**src/rtl/vid_pkg.sv**
```systemverilog
// Shared types and constants for the video pixel fetch controller.
// Holds the FSM state encoding, bus command/request/length codes, the pixel
// payload struct and the FIFO credit helper used by the scheduler.
package vid_pkg;

    localparam int unsigned FIFO_DEPTH = 16;
    localparam int unsigned BURST_LEN  = 4;
    localparam int unsigned LVL_W      = 5;
    localparam int unsigned ADDR_W     = 32;
    localparam int unsigned CNT_W      = 13;
    localparam int unsigned PIX_W      = 24;
    localparam int unsigned BEAT_W     = 2;
    localparam int unsigned WDOG_W     = 8;

    typedef enum logic [2:0] {
        IDLE       = 3'd0,
        FRAME_WAIT = 3'd1,
        CHECK      = 3'd2,
        REQ        = 3'd3,
        ADDR       = 3'd4,
        DATA       = 3'd5,
        NEXT       = 3'd6
    } fetch_state_t;

    localparam logic [2:0] CMD_IDLE   = 3'b000;
    localparam logic [2:0] CMD_WR     = 3'b001;
    localparam logic [2:0] CMD_RD     = 3'b010;
    localparam logic [2:0] CMD_RDDATA = 3'b011;
    localparam logic [1:0] REQ_BID    = 2'b11;
    localparam logic [1:0] REQ_NONE   = 2'b00;
    localparam logic [1:0] LEN_4      = 2'b10;
    localparam logic [1:0] LEN_NONE   = 2'b00;

    typedef struct packed {
        logic [7:0] r;
        logic [7:0] g;
        logic [7:0] b;
    } pixel_t;

    // True when a full burst fits in the FIFO without overflow.
    function automatic logic credit_ok(input logic [LVL_W-1:0] level);
        return level <= LVL_W'(FIFO_DEPTH - BURST_LEN);
    endfunction

endpackage

```
**src/rtl/vid_fetch_ctrl_if.sv**
```systemverilog
// Bus and pixel-FIFO signal bundle for vid_fetch_ctrl.
// master: the fetch controller (drives requests and FIFO pushes).
// slave : arbiter/FIFO side (drives grant, read beats and FIFO level).
interface vid_fetch_ctrl_if;
    import vid_pkg::*;

    logic [1:0]        reqout;
    logic [2:0]        cmdout;
    logic [1:0]        lenout;
    logic [ADDR_W-1:0] addrdataout;
    logic              ackin;
    logic [2:0]        cmdin;
    logic [ADDR_W-1:0] addrdatain;
    logic [LVL_W-1:0]  fifo_level;
    logic              fifo_write;
    pixel_t            fifo_data;

    modport master (
        input  ackin, cmdin, addrdatain, fifo_level,
        output reqout, cmdout, lenout, addrdataout, fifo_write, fifo_data
    );

    modport slave (
        output ackin, cmdin, addrdatain, fifo_level,
        input  reqout, cmdout, lenout, addrdataout, fifo_write, fifo_data
    );

endinterface

```
**src/rtl/vid_addr_walker.sv**
```systemverilog
// Frame-buffer address walker: tracks burst pointer, line start pointer,
// pixel and line counters.
// Ports: clk, reset_n (sync, active-low); i_load reloads from i_base;
// i_advance steps one burst (with line wrap); o_ptr is the next burst
// address; o_frame_last_c flags that the current burst ends the frame.
module vid_addr_walker
    import vid_pkg::*;
(
    input  logic              clk,
    input  logic              reset_n,
    input  logic              i_load,
    input  logic              i_advance,
    input  logic [ADDR_W-1:0] i_base,
    input  logic [ADDR_W-1:0] i_lineinc,
    input  logic [CNT_W-1:0]  i_hsize,
    input  logic [CNT_W-1:0]  i_vsize,
    output logic [ADDR_W-1:0] o_ptr,
    output logic              o_frame_last_c
);

    localparam logic [ADDR_W-1:0] BURST_BYTES = ADDR_W'(4 * BURST_LEN);

    logic [ADDR_W-1:0] r_ptr;
    logic [ADDR_W-1:0] r_line_ptr;
    logic [CNT_W-1:0]  r_pix_cnt;
    logic [CNT_W-1:0]  r_line_cnt;

    logic [CNT_W:0]    w_pix_sum;
    logic              w_line_end;
    logic [ADDR_W-1:0] w_next_line;

    // Extra bit on the sum so a large hsize cannot hide the line end.
    assign w_pix_sum      = (CNT_W+1)'(r_pix_cnt) + (CNT_W+1)'(BURST_LEN);
    assign w_line_end     = w_pix_sum >= (CNT_W+1)'(i_hsize);
    assign w_next_line    = r_line_ptr + i_lineinc;
    assign o_frame_last_c = w_line_end && ((r_line_cnt + CNT_W'(1)) == i_vsize);
    assign o_ptr          = r_ptr;

    // Pointer/counter update; load wins over advance.
    always_ff @(posedge clk) begin
        if (!reset_n) begin
            r_ptr      <= '0;
            r_line_ptr <= '0;
            r_pix_cnt  <= '0;
            r_line_cnt <= '0;
        end else if (i_load) begin
            r_ptr      <= i_base;
            r_line_ptr <= i_base;
            r_pix_cnt  <= '0;
            r_line_cnt <= '0;
        end else if (i_advance) begin
            if (w_line_end) begin
                r_line_ptr <= w_next_line;
                r_ptr      <= w_next_line;
                r_pix_cnt  <= '0;
                r_line_cnt <= r_line_cnt + CNT_W'(1);
            end else begin
                r_ptr      <= r_ptr + BURST_BYTES;
                r_pix_cnt  <= r_pix_cnt + CNT_W'(BURST_LEN);
            end
        end
    end

endmodule

```
**src/rtl/vid_fetch_ctrl.sv**
```systemverilog
// Video pixel fetch scheduler: issues one 4-beat read burst at a time on the
// shared bus while the pixel FIFOs have room, walks the frame buffer and
// pushes each returned beat into the RGB FIFOs one cycle later.
// Ports: clk, reset_n (sync, active-low); en, base_addr, lineinc, hsize,
// vsize, frame_start (configuration/timing); bus (master modport: request,
// command, address, grant, read beats, FIFO level and push); busy,
// frame_done (status).
// Build option: FETCH_TIMEOUT_EN adds an 8-bit stall watchdog and fetch_err.
module vid_fetch_ctrl
    import vid_pkg::*;
(
    input  logic              clk,
    input  logic              reset_n,
    input  logic              en,
    input  logic [ADDR_W-1:0] base_addr,
    input  logic [ADDR_W-1:0] lineinc,
    input  logic [CNT_W-1:0]  hsize,
    input  logic [CNT_W-1:0]  vsize,
    input  logic              frame_start,
    vid_fetch_ctrl_if.master  bus,
    output logic              busy,
    output logic              frame_done
`ifdef FETCH_TIMEOUT_EN
    ,
    output logic              fetch_err
`endif
);

    localparam logic [2:0] S_IDLE       = IDLE;
    localparam logic [2:0] S_FRAME_WAIT = FRAME_WAIT;
    localparam logic [2:0] S_CHECK      = CHECK;
    localparam logic [2:0] S_REQ        = REQ;
    localparam logic [2:0] S_ADDR       = ADDR;
    localparam logic [2:0] S_DATA       = DATA;
    localparam logic [2:0] S_NEXT       = NEXT;

    logic [2:0]        r_state;
    logic [2:0]        w_next;
    logic [BEAT_W-1:0] r_beat_cnt;
    logic              r_pending;

    logic [1:0]        r_reqout;
    logic [2:0]        r_cmdout;
    logic [1:0]        r_lenout;
    logic [ADDR_W-1:0] r_addrdataout;
    logic              r_fifo_write;
    pixel_t            r_fifo_data;
    logic              r_busy;
    logic              r_frame_done;

    logic              w_load;
    logic              w_advance;
    logic              w_beat;
    logic              w_frame_done;
    logic              w_size_ok;
    logic              w_in_burst;
    logic              w_frame_last;
    logic [ADDR_W-1:0] w_ptr;
    logic              w_unused_hi;

    assign w_size_ok   = (hsize != '0) && (vsize != '0);
    assign w_beat      = (r_state == S_DATA) && (bus.cmdin == CMD_RDDATA);
    assign w_in_burst  = (r_state == S_REQ) || (r_state == S_ADDR) ||
                         (r_state == S_DATA) || (r_state == S_NEXT);
    assign w_unused_hi = ^bus.addrdatain[ADDR_W-1:PIX_W];

`ifdef FETCH_TIMEOUT_EN
    logic [WDOG_W-1:0] r_wdog;
    logic              r_fetch_err;
    logic              w_stall;
    logic              w_timeout;

    assign w_stall   = ((r_state == S_REQ) && !bus.ackin) ||
                       ((r_state == S_DATA) && !w_beat);
    assign w_timeout = w_stall && (r_wdog == '1);
    assign fetch_err = r_fetch_err;

    // Stall watchdog; any progress or a timeout restarts it.
    always_ff @(posedge clk) begin
        if (!reset_n) begin
            r_wdog      <= '0;
            r_fetch_err <= 1'b0;
        end else begin
            r_fetch_err <= w_timeout;
            if (w_stall && !w_timeout) begin
                r_wdog <= r_wdog + WDOG_W'(1);
            end else begin
                r_wdog <= '0;
            end
        end
    end
`endif

    vid_addr_walker u_walker (
        .clk            (clk),
        .reset_n        (reset_n),
        .i_load         (w_load),
        .i_advance      (w_advance),
        .i_base         (base_addr),
        .i_lineinc      (lineinc),
        .i_hsize        (hsize),
        .i_vsize        (vsize),
        .o_ptr          (w_ptr),
        .o_frame_last_c (w_frame_last)
    );

    // Next-state and walker control.
    always_comb begin
        w_next       = r_state;
        w_load       = 1'b0;
        w_advance    = 1'b0;
        w_frame_done = 1'b0;
        case (r_state)
            S_IDLE: begin
                if (en && frame_start) begin
                    w_load = 1'b1;
                    w_next = w_size_ok ? S_CHECK : S_FRAME_WAIT;
                end
            end
            S_FRAME_WAIT: begin
                if (frame_start) begin
                    w_load = 1'b1;
                    if (w_size_ok) begin
                        w_next = S_CHECK;
                    end
                end
            end
            S_CHECK: begin
                if (!en) begin
                    w_next = S_IDLE;
                end else if (credit_ok(bus.fifo_level)) begin
                    w_next = S_REQ;
                end
            end
            S_REQ: begin
                if (bus.ackin) begin
                    w_next = S_ADDR;
                end
            end
            S_ADDR: begin
                w_next = S_DATA;
            end
            S_DATA: begin
                if (w_beat && (r_beat_cnt == BEAT_W'(BURST_LEN - 1))) begin
                    w_next = S_NEXT;
                end
            end
            S_NEXT: begin
                // A frame_start seen during the burst restarts the frame here.
                if (r_pending || frame_start) begin
                    w_load = 1'b1;
                    w_next = en ? S_CHECK : S_IDLE;
                end else begin
                    w_advance = 1'b1;
                    if (!en) begin
                        w_next = S_IDLE;
                    end else if (w_frame_last) begin
                        w_frame_done = 1'b1;
                        w_next       = S_FRAME_WAIT;
                    end else begin
                        w_next = S_CHECK;
                    end
                end
            end
            default: begin
                w_next = S_IDLE;
            end
        endcase
`ifdef FETCH_TIMEOUT_EN
        if (w_timeout) begin
            w_next = S_NEXT;
        end
`endif
    end

    // State, burst bookkeeping and registered outputs keyed to the next state.
    always_ff @(posedge clk) begin
        if (!reset_n) begin
            r_state       <= S_IDLE;
            r_beat_cnt    <= '0;
            r_pending     <= 1'b0;
            r_reqout      <= REQ_NONE;
            r_cmdout      <= CMD_IDLE;
            r_lenout      <= LEN_NONE;
            r_addrdataout <= '0;
            r_fifo_write  <= 1'b0;
            r_fifo_data   <= '0;
            r_busy        <= 1'b0;
            r_frame_done  <= 1'b0;
        end else begin
            r_state <= w_next;

            if (r_state == S_ADDR) begin
                r_beat_cnt <= '0;
            end else if (w_beat) begin
                r_beat_cnt <= r_beat_cnt + BEAT_W'(1);
            end

            if (r_state == S_NEXT) begin
                r_pending <= 1'b0;
            end else if (frame_start && w_in_burst) begin
                r_pending <= 1'b1;
            end

            r_reqout      <= ((w_next == S_REQ) || (w_next == S_ADDR) ||
                              (w_next == S_DATA)) ? REQ_BID : REQ_NONE;
            r_cmdout      <= (w_next == S_ADDR) ? CMD_RD : CMD_IDLE;
            r_lenout      <= (w_next == S_ADDR) ? LEN_4 : LEN_NONE;
            r_addrdataout <= (w_next == S_ADDR) ? w_ptr : '0;

            r_fifo_write <= w_beat;
            if (w_beat) begin
                r_fifo_data <= pixel_t'(bus.addrdatain[PIX_W-1:0]);
            end

            r_busy       <= (w_next != S_IDLE) && (w_next != S_FRAME_WAIT);
            r_frame_done <= w_frame_done;
        end
    end

    assign bus.reqout      = r_reqout;
    assign bus.cmdout      = r_cmdout;
    assign bus.lenout      = r_lenout;
    assign bus.addrdataout = r_addrdataout;
    assign bus.fifo_write  = r_fifo_write;
    assign bus.fifo_data   = r_fifo_data;
    assign busy            = r_busy;
    assign frame_done      = r_frame_done;

endmodule

```
**src/flat_wrapper.sv**
```systemverilog
// flat-port wrapper written by rule: the top's interface ports become plain ports
module vid_fetch_ctrl_flat import vid_pkg::*;
  (clk, reset_n, en, base_addr, lineinc, hsize, vsize, frame_start, busy, frame_done, bus_ackin, bus_cmdin, bus_addrdatain, bus_fifo_level, bus_reqout, bus_cmdout, bus_lenout, bus_addrdataout, bus_fifo_write, bus_fifo_data);
  vid_fetch_ctrl_if bus_i ();
  input  logic clk;
  input  logic reset_n;
  input  logic en;
  input  logic [ADDR_W-1:0] base_addr;
  input  logic [ADDR_W-1:0] lineinc;
  input  logic [CNT_W-1:0] hsize;
  input  logic [CNT_W-1:0] vsize;
  input  logic frame_start;
  output logic busy;
  output logic frame_done;
  input wire logic [$bits(bus_i.ackin)-1:0] bus_ackin;
  input wire logic [$bits(bus_i.cmdin)-1:0] bus_cmdin;
  input wire logic [$bits(bus_i.addrdatain)-1:0] bus_addrdatain;
  input wire logic [$bits(bus_i.fifo_level)-1:0] bus_fifo_level;
  output wire logic [$bits(bus_i.reqout)-1:0] bus_reqout;
  output wire logic [$bits(bus_i.cmdout)-1:0] bus_cmdout;
  output wire logic [$bits(bus_i.lenout)-1:0] bus_lenout;
  output wire logic [$bits(bus_i.addrdataout)-1:0] bus_addrdataout;
  output wire logic [$bits(bus_i.fifo_write)-1:0] bus_fifo_write;
  output wire logic [$bits(bus_i.fifo_data)-1:0] bus_fifo_data;
  assign bus_i.ackin = bus_ackin;
  assign bus_i.cmdin = bus_cmdin;
  assign bus_i.addrdatain = bus_addrdatain;
  assign bus_i.fifo_level = bus_fifo_level;
  assign bus_reqout = bus_i.reqout;
  assign bus_cmdout = bus_i.cmdout;
  assign bus_lenout = bus_i.lenout;
  assign bus_addrdataout = bus_i.addrdataout;
  assign bus_fifo_write = bus_i.fifo_write;
  assign bus_fifo_data = bus_i.fifo_data;
  vid_fetch_ctrl u_core (.clk(clk), .reset_n(reset_n), .en(en), .base_addr(base_addr), .lineinc(lineinc), .hsize(hsize), .vsize(vsize), .frame_start(frame_start), .bus(bus_i), .busy(busy), .frame_done(frame_done));
endmodule
```
**config.mk**
```make
export PLATFORM = sky130hd
export DESIGN_NAME = vid_fetch_ctrl_flat
export DESIGN_NICKNAME = d
export VERILOG_FILES = /design/src/rtl/vid_pkg.sv /design/src/rtl/vid_fetch_ctrl_if.sv /design/src/rtl/vid_addr_walker.sv /design/src/rtl/vid_fetch_ctrl.sv /design/src/flat_wrapper.sv
export SDC_FILE = /design/constraint.sdc
export NUM_CORES = 1
export LEC_CHECK = 0
export BUFFER_PORTS_ARGS = -buffer_cell sky130_fd_sc_hd__buf_2
export CORE_MARGIN = 2
export CORE_UTILIZATION = 56
export CTS_CLUSTER_DIAMETER = 100
export DETAILED_ROUTE_END_ITERATION = 10
export PLACE_DENSITY_LB_ADDON = 0.25
export REMOVE_ABC_BUFFERS = 1
export SETUP_SLACK_MARGIN = 0.5
export SYNTH_ARGS = -nofsm -noshare
export SYNTH_HDL_FRONTEND = slang
export SYNTH_SLANG_ARGS = --single-unit
```
**constraint.sdc**
```tcl
create_clock -name clk -period 7.96 [get_ports clk]
set_clock_uncertainty 0.2 [all_clocks]
set_input_delay 1.592 -clock clk [delete_from_list [all_inputs] [get_ports clk]]
set_output_delay 1.592 -clock clk [all_outputs]
set_load 0.1 [all_outputs]
```
* Word level (Yosys, flattened, before mapping)
Cells that the tools add are included.
Storage, ports and cells: register bits 162, bits of input ports 135, output and inout bits 66
Cells by class: add/sub/neg operators 6, $lt $le $gt $ge 2, equal/unequal tests 13, mux-type cells 30, bitwise gates (word level) 3, reduce and logical (&&, ||, !) cells 26
Operator list (count):
- 32-bit two-way mux | 6
- 32-bit adder | 1
- 32-bit by 5-bit adder with 32-bit output, second input constant | 1
- 3-bit two-way mux | 9
- 13-bit nonzero test | 2
- 3-bit one-hot mux with 7 select lines | 1
- 3-bit equality test, second input constant | 5
- 13-bit by 3-bit adder with 14-bit output, second input constant | 1
- 14-bit by 13-bit >= comparator with 1-bit output | 1
- 13-bit by 1-bit adder with 13-bit output, second input constant | 1
- 13-bit by 3-bit adder with 13-bit output, second input constant | 1
- 13-bit equality test | 1
- 13-bit two-way mux | 1
- 3-bit by 2-bit equality test with 1-bit output, second input constant | 4
- 2-bit two-way mux | 6
- 1-bit logical AND | 7
- 1-bit logical OR | 6
- 1-bit two-way mux | 6
- 2-bit AND reduction | 3
- 2-bit OR reduction | 3
- 5-bit by 4-bit less-or-equal comparator with 1-bit output, second input constant | 1
- 2-bit nonzero test | 2
- 4-bit OR reduction | 1
- 3-bit by 1-bit equality test with 1-bit output, second input constant | 1
- 7 further kinds | 9

* Depth between registers and ports, before layout
depth after elaboration 11, mapped depth 17

* By module
Synthesis repeated with hierarchy kept, for this count alone.
Unflattened totals: cell total of the unflattened synthesis 1188, area total of the unflattened synthesis 9205.1 µm²
By module, submodules not included:
- vid_addr_walker | instances 1, cells an instance 893, area each 6700.2 µm²
- vid_fetch_ctrl | instances 1, cells an instance 295, area each 2504.9 µm²

* Worst setup path after synthesis
Ideal clock, no wire load.
path type input-to-reg, from in lineinc[0], to reg u_core.u_walker.r_ptr[16] (netlist: u_core.u_walker.o_ptr[16]), library setup time 0.074 ns, data arrival time 3.848 ns, slack 3.838 ns, stages 10, buffers on the path 0, cells stage by stage ha_1 > fa_1 > a21o_1 > a21oi_1 > o21ai_1 > a31oi_1 > nor3_1 > a41o_1 > or4_1 > a31oi_1
Between the ends: longest elaborated chain between the ends 4
RTL lines:
- start, declared | RTL line flat_wrapper.sv:9 | input logic [ADDR_W-1:0] lineinc;
- 32-bit adder | RTL line vid_addr_walker.sv:35 | assign w_next_line = r_line_ptr + i_lineinc;
- 32-bit two-way mux | RTL line vid_addr_walker.sv:52 | if (w_line_end) begin
- 32-bit two-way mux | RTL line vid_addr_walker.sv:51 | end else if (i_advance) begin
- 32-bit two-way mux | RTL line vid_addr_walker.sv:46 | end else if (i_load) begin
- end signal, assigned | RTL line vid_addr_walker.sv:47 | r_ptr <= i_base;
- end signal, assigned | RTL line vid_addr_walker.sv:54 | r_ptr <= w_next_line;
- end signal, assigned | RTL line vid_addr_walker.sv:58 | r_ptr <= r_ptr + BURST_BYTES;
- end, declared | RTL line vid_addr_walker.sv:23 | logic [ADDR_W-1:0] r_ptr;
No other way between the ends. The select of a mux whose other input is x is not followed. A chain may end at the register's enable or synchronous reset.

* Worst setup path after layout
from in en, to reg u_core.u_walker.r_line_ptr[31]
Between the ends: longest elaborated chain between the ends 5
RTL lines:
- start, declared | RTL line flat_wrapper.sv:7 | input logic en;
- 1-bit logical AND * | RTL line vid_fetch_ctrl.sv:115 | if (en && frame_start) begin
- 1-bit two-way mux * | RTL line vid_fetch_ctrl.sv:115
- 1-bit one-hot mux with 3 select lines * | RTL line vid_fetch_ctrl.sv:113 | case (r_state)
- 2-bit nonzero test (no line)
- 2-bit AND reduction (no line)
- end signal, assigned | RTL line vid_addr_walker.sv:48 | r_line_ptr <= i_base;
- end signal, assigned | RTL line vid_addr_walker.sv:53 | r_line_ptr <= w_next_line;
- end, declared | RTL line vid_addr_walker.sv:24 | logic [ADDR_W-1:0] r_line_ptr;
Every way passes the cells marked *; elsewhere a longest branch is shown, timed or not.

==> results.md <==
* Die W at 133 um
* CP Class: in2reg
* R2r endpoint: u_core.u_walker.r_line_ptr[2]
* Fillers at 1403
* Vias in the first global route at 8454
* Post-synthesis instance total at 1167
* Avg Inst Size Synth at just under 8 sq um
* Die Footprint at between 0.015 and 0.02 sq mm
* Via count at between 9000 and 10000
* Cell count of the worst reg-to-reg path at 15
* Post-Place Cells at 1507
* Register bit total from synthesis at 155
* Clock slew at reported path FFs at around 0.07 ns
* RePlAce Congestion at between 0.9 and 1
* Setup bufs post-CTS at 0
* R2R setup slack at 3.76 ns
* Largest area contributor in the netlist: dfxtp_1
* DRT Wirelength at approximately 26000 um
* I/O pin cnt at 201
* Synth Area in XOR/XNOR at ~7.4%
* Worst hold path class: reg2reg
* Synth area leaders: dfxtp_1, a21oi_1, ha_1
* Top cell type's share of synthesized area at 33.5%
* Antenna violations before repair at 0
* DR WL met2 at 12400 um
* Final Max Tran Viols at 0
* Num CTS Buffers at 17
* Post_cts resized at 0
* R2R Path Start: u_core.u_walker.r_pix_cnt[2]
* Worst-path maximum fanout at 43
* Most instantiated library cell after synthesis: dfxtp_1
* Number of flops mapped to enable cells by yosys at 0
* Seq. cell area at between 0.003 and 0.004 sq mm
* Final min period at 4.30 ns
* Critical Path RT at ~8 ns
* Fin crit share at 54.1%
* Crit end category: flip-flop
* Layout cells sized above 1 at between 10% and 20%
* Wl on met1 at 11300 um
* Vias per cell at 6.00
* RSZ-0062 raised after global routing: no
* Yosys Warn Count at 0
* Chip height at 133 um
* Crit start category: primary input
* Least-Margin Pin Slew at around 1.1 ns
* CP Cell Sequence: buf_2, or2_2, a31oi_2, buf_4, or2_2, buf_4, nand2_1, o31ai_1
* Area growth syn-to-layout at 16.5%
* Final hold viol count at 0
* Number of port buffers at 189
* Run status: finished clean
* CP max stage cell: nand2_1
* Largest net degree at the start of global routing at 58
* Finish-stage setup viols at 0
* Netlist cell types at between 70 and 80
* Cts hold-fix bufs at 0
* Synthesized cell area at 0.00925 sq mm
* CTS tree: done
* Global route overflow at 0
* DRC viols at 0
* Critical Path End: u_core.u_walker.r_line_ptr[31]
* Post-Layout Cell Count at ~1500
* Num rows at 46
* 1st-pass router iterations at 5
* Leak pwr at around 0.0046 uW
* Routed Antenna Nets at 0
* Peak supply drop at between 0.15 and 0.2 mV
* Placed wire-length estimate at about 18000 um
* Critical Path AT at roughly 4.4 ns
* CTS sink cnt at approximately 160
* # diodes at 0
* Clk_lat worst skew at roughly 0.43 ns
* Multi-input logic area at 0.00571 sq mm
* Iter 0 DRT Violations at roughly 710
* Mux share of post-synthesis cell area at 0.825%
* Max_cap viols at 0
* Top sig layer: met4
* Total track usage at between 20% and 30%
* Adder-Cell Fraction of Synth Area at under 10%
* Starting Density at 57.8%
* Post-synthesis compound-gate area fraction at 23.0%
* DR WL/cell at approximately 17 um
* P per Cell Area at 172 mW/mm^2
* WL met3 at 1870 um
* Simple-gate area share of the yosys netlist at a little under a quarter
* Max incr delay on CP at 0.75 ns
* CTS root buf: clkbuf_16
* Highest clock rate at between 200 and 250 MHz
* Most used DFF post-synth: dfxtp_1
* CP startpoint: en
* Register area share after synthesis at between 30 and 40%
* Max Buffers Root-to-Sink at 2
* Htree depth at 4
* Core area at 0.0160 sq mm
* Final setup TNS at 0 ns
* Nets at roughly 1500
* Post-synth top cells: dfxtp_1, nand2_1, a21oi_1
* Max-slew headroom at between 20% and 30%
* Largest family of logic cells by synthesized area: simple AND/OR/NAND/NOR gates
* Share of flip-flops with an asynchronous set or reset at 0%
* Global-route wire length before repair at 41600 um
area by class of cell:
cell class / instances / area share [%]
clock buffer: 17 / 3.95
multi-input combinational: 913 / 53.0
tap: 216 / 2.51
clock inverter: 15 / 1.46
sequential: 155 / 28.8
timing repair buffer: 199 / 9.48
inverter: 24 / 0.836
flip-flops by register name (all words and copies together), names as in the netlist, 2 cells and up:
register / flops
u_core.bus.fifo_data: 24
u_core.u_walker.r_pix_cnt: 11
u_core.r_beat_cnt: 2
u_core.u_walker.r_line_ptr: 32
u_core.bus.addrdataout: 32
u_core.u_walker.o_ptr: 32
u_core.r_state: 3
u_core.u_walker.r_line_cnt: 13
per-layer routing:
metal	track usage, %	vias up
li1	-	4476
met1	36.9	4327
met2	49.8	392
met3	4.90	46
met4	10.3	0
met5	0	-
placed cells by master (no fill, tap or decap), types with 5 or more instances in the layout:
cell / count
a311oi_1: 7
inv_1: 23
ha_1: 46
xnor2_1: 46
nand3b_1: 10
clkinv_4: 5
o21ai_0: 58
and4_1: 6
xor2_1: 32
a21o_1: 14
a21oi_1: 130
nor2_1: 80
and3_1: 17
nor2b_1: 11
buf_2: 189
nand3_1: 37
buf_4: 10
a31oi_1: 16
or3_1: 7
nor3_1: 31
clkbuf_16: 17
o211ai_1: 13
o21a_1: 10
a222oi_1: 9
o31ai_1: 6
nand2_1: 151
a22oi_1: 12
and2_1: 40
dfxtp_1: 155
nor4_1: 7
o21bai_1: 8
nand4_1: 17
a211oi_1: 6
or2_2: 5
mux2_2: 5
how the worst min path moves through the flow:
stage,from,slack (ns),cells past startpoint,endpoint
6_report,u_core.bus.fifo_data[9],0.25,2,u_core.bus.fifo_data[9]
5_1_grt,u_core.bus.fifo_data[21],0.27,2,u_core.bus.fifo_data[21]
4_1_cts,u_core.u_walker.o_ptr[3],0.25,2,u_core.u_walker.o_ptr[3]
3_5_place_dp,u_core.u_walker.o_ptr[3],0.24,1,u_core.bus.addrdataout[3]
3_3_place_gp,u_core.u_walker.o_ptr[1],0.24,1,u_core.bus.addrdataout[1]
2_1_floorplan,u_core.u_walker.o_ptr[0],0.23,1,u_core.bus.addrdataout[0]
per-stage QoR:
stage	power [uW]	hold WS, ns	area [sq um]	setup slack [ns]	util (%)
5_1_grt	1920	0.268	10800	3.52	67.3
6_report	1860	0.251	10800	3.66	67.3
3_3_place_gp	1050	0.236	10200	3.30	63.7
3_5_place_dp	1060	0.243	10200	3.26	63.7
4_1_cts	1860	0.252	10800	3.70	67.3
2_1_floorplan	975	0.230	8870	2.78	-
critical path, delay by kind of cell:
family | cells | cell delay [ns]
buffers and inverters | 3 | 0.95
AND/OR/NAND/NOR | 3 | 1.25
AO/OA/AOI/OAI | 2 | 0.60
logic make-up (layout without fill, tap and decap cells):
group | after synthesis | in the layout
AOI/OAI and AO/OA | 337 | 337
muxes | 7 | 7
buffers and inverters | 101 | 255
DFF | 155 | 155
and+or+nand+nor | 441 | 441
other | 1 | 3
xor gates and xnor gates | 78 | 78
adders and majority gates | 47 | 47
power by group:
group	internal [uW]	switching, uW	total (uW)
registers	790	13.1	803
logic	97.4	147	244
clock network	443	366	810
No activity file was read; power rests on OpenSTA's default activity.
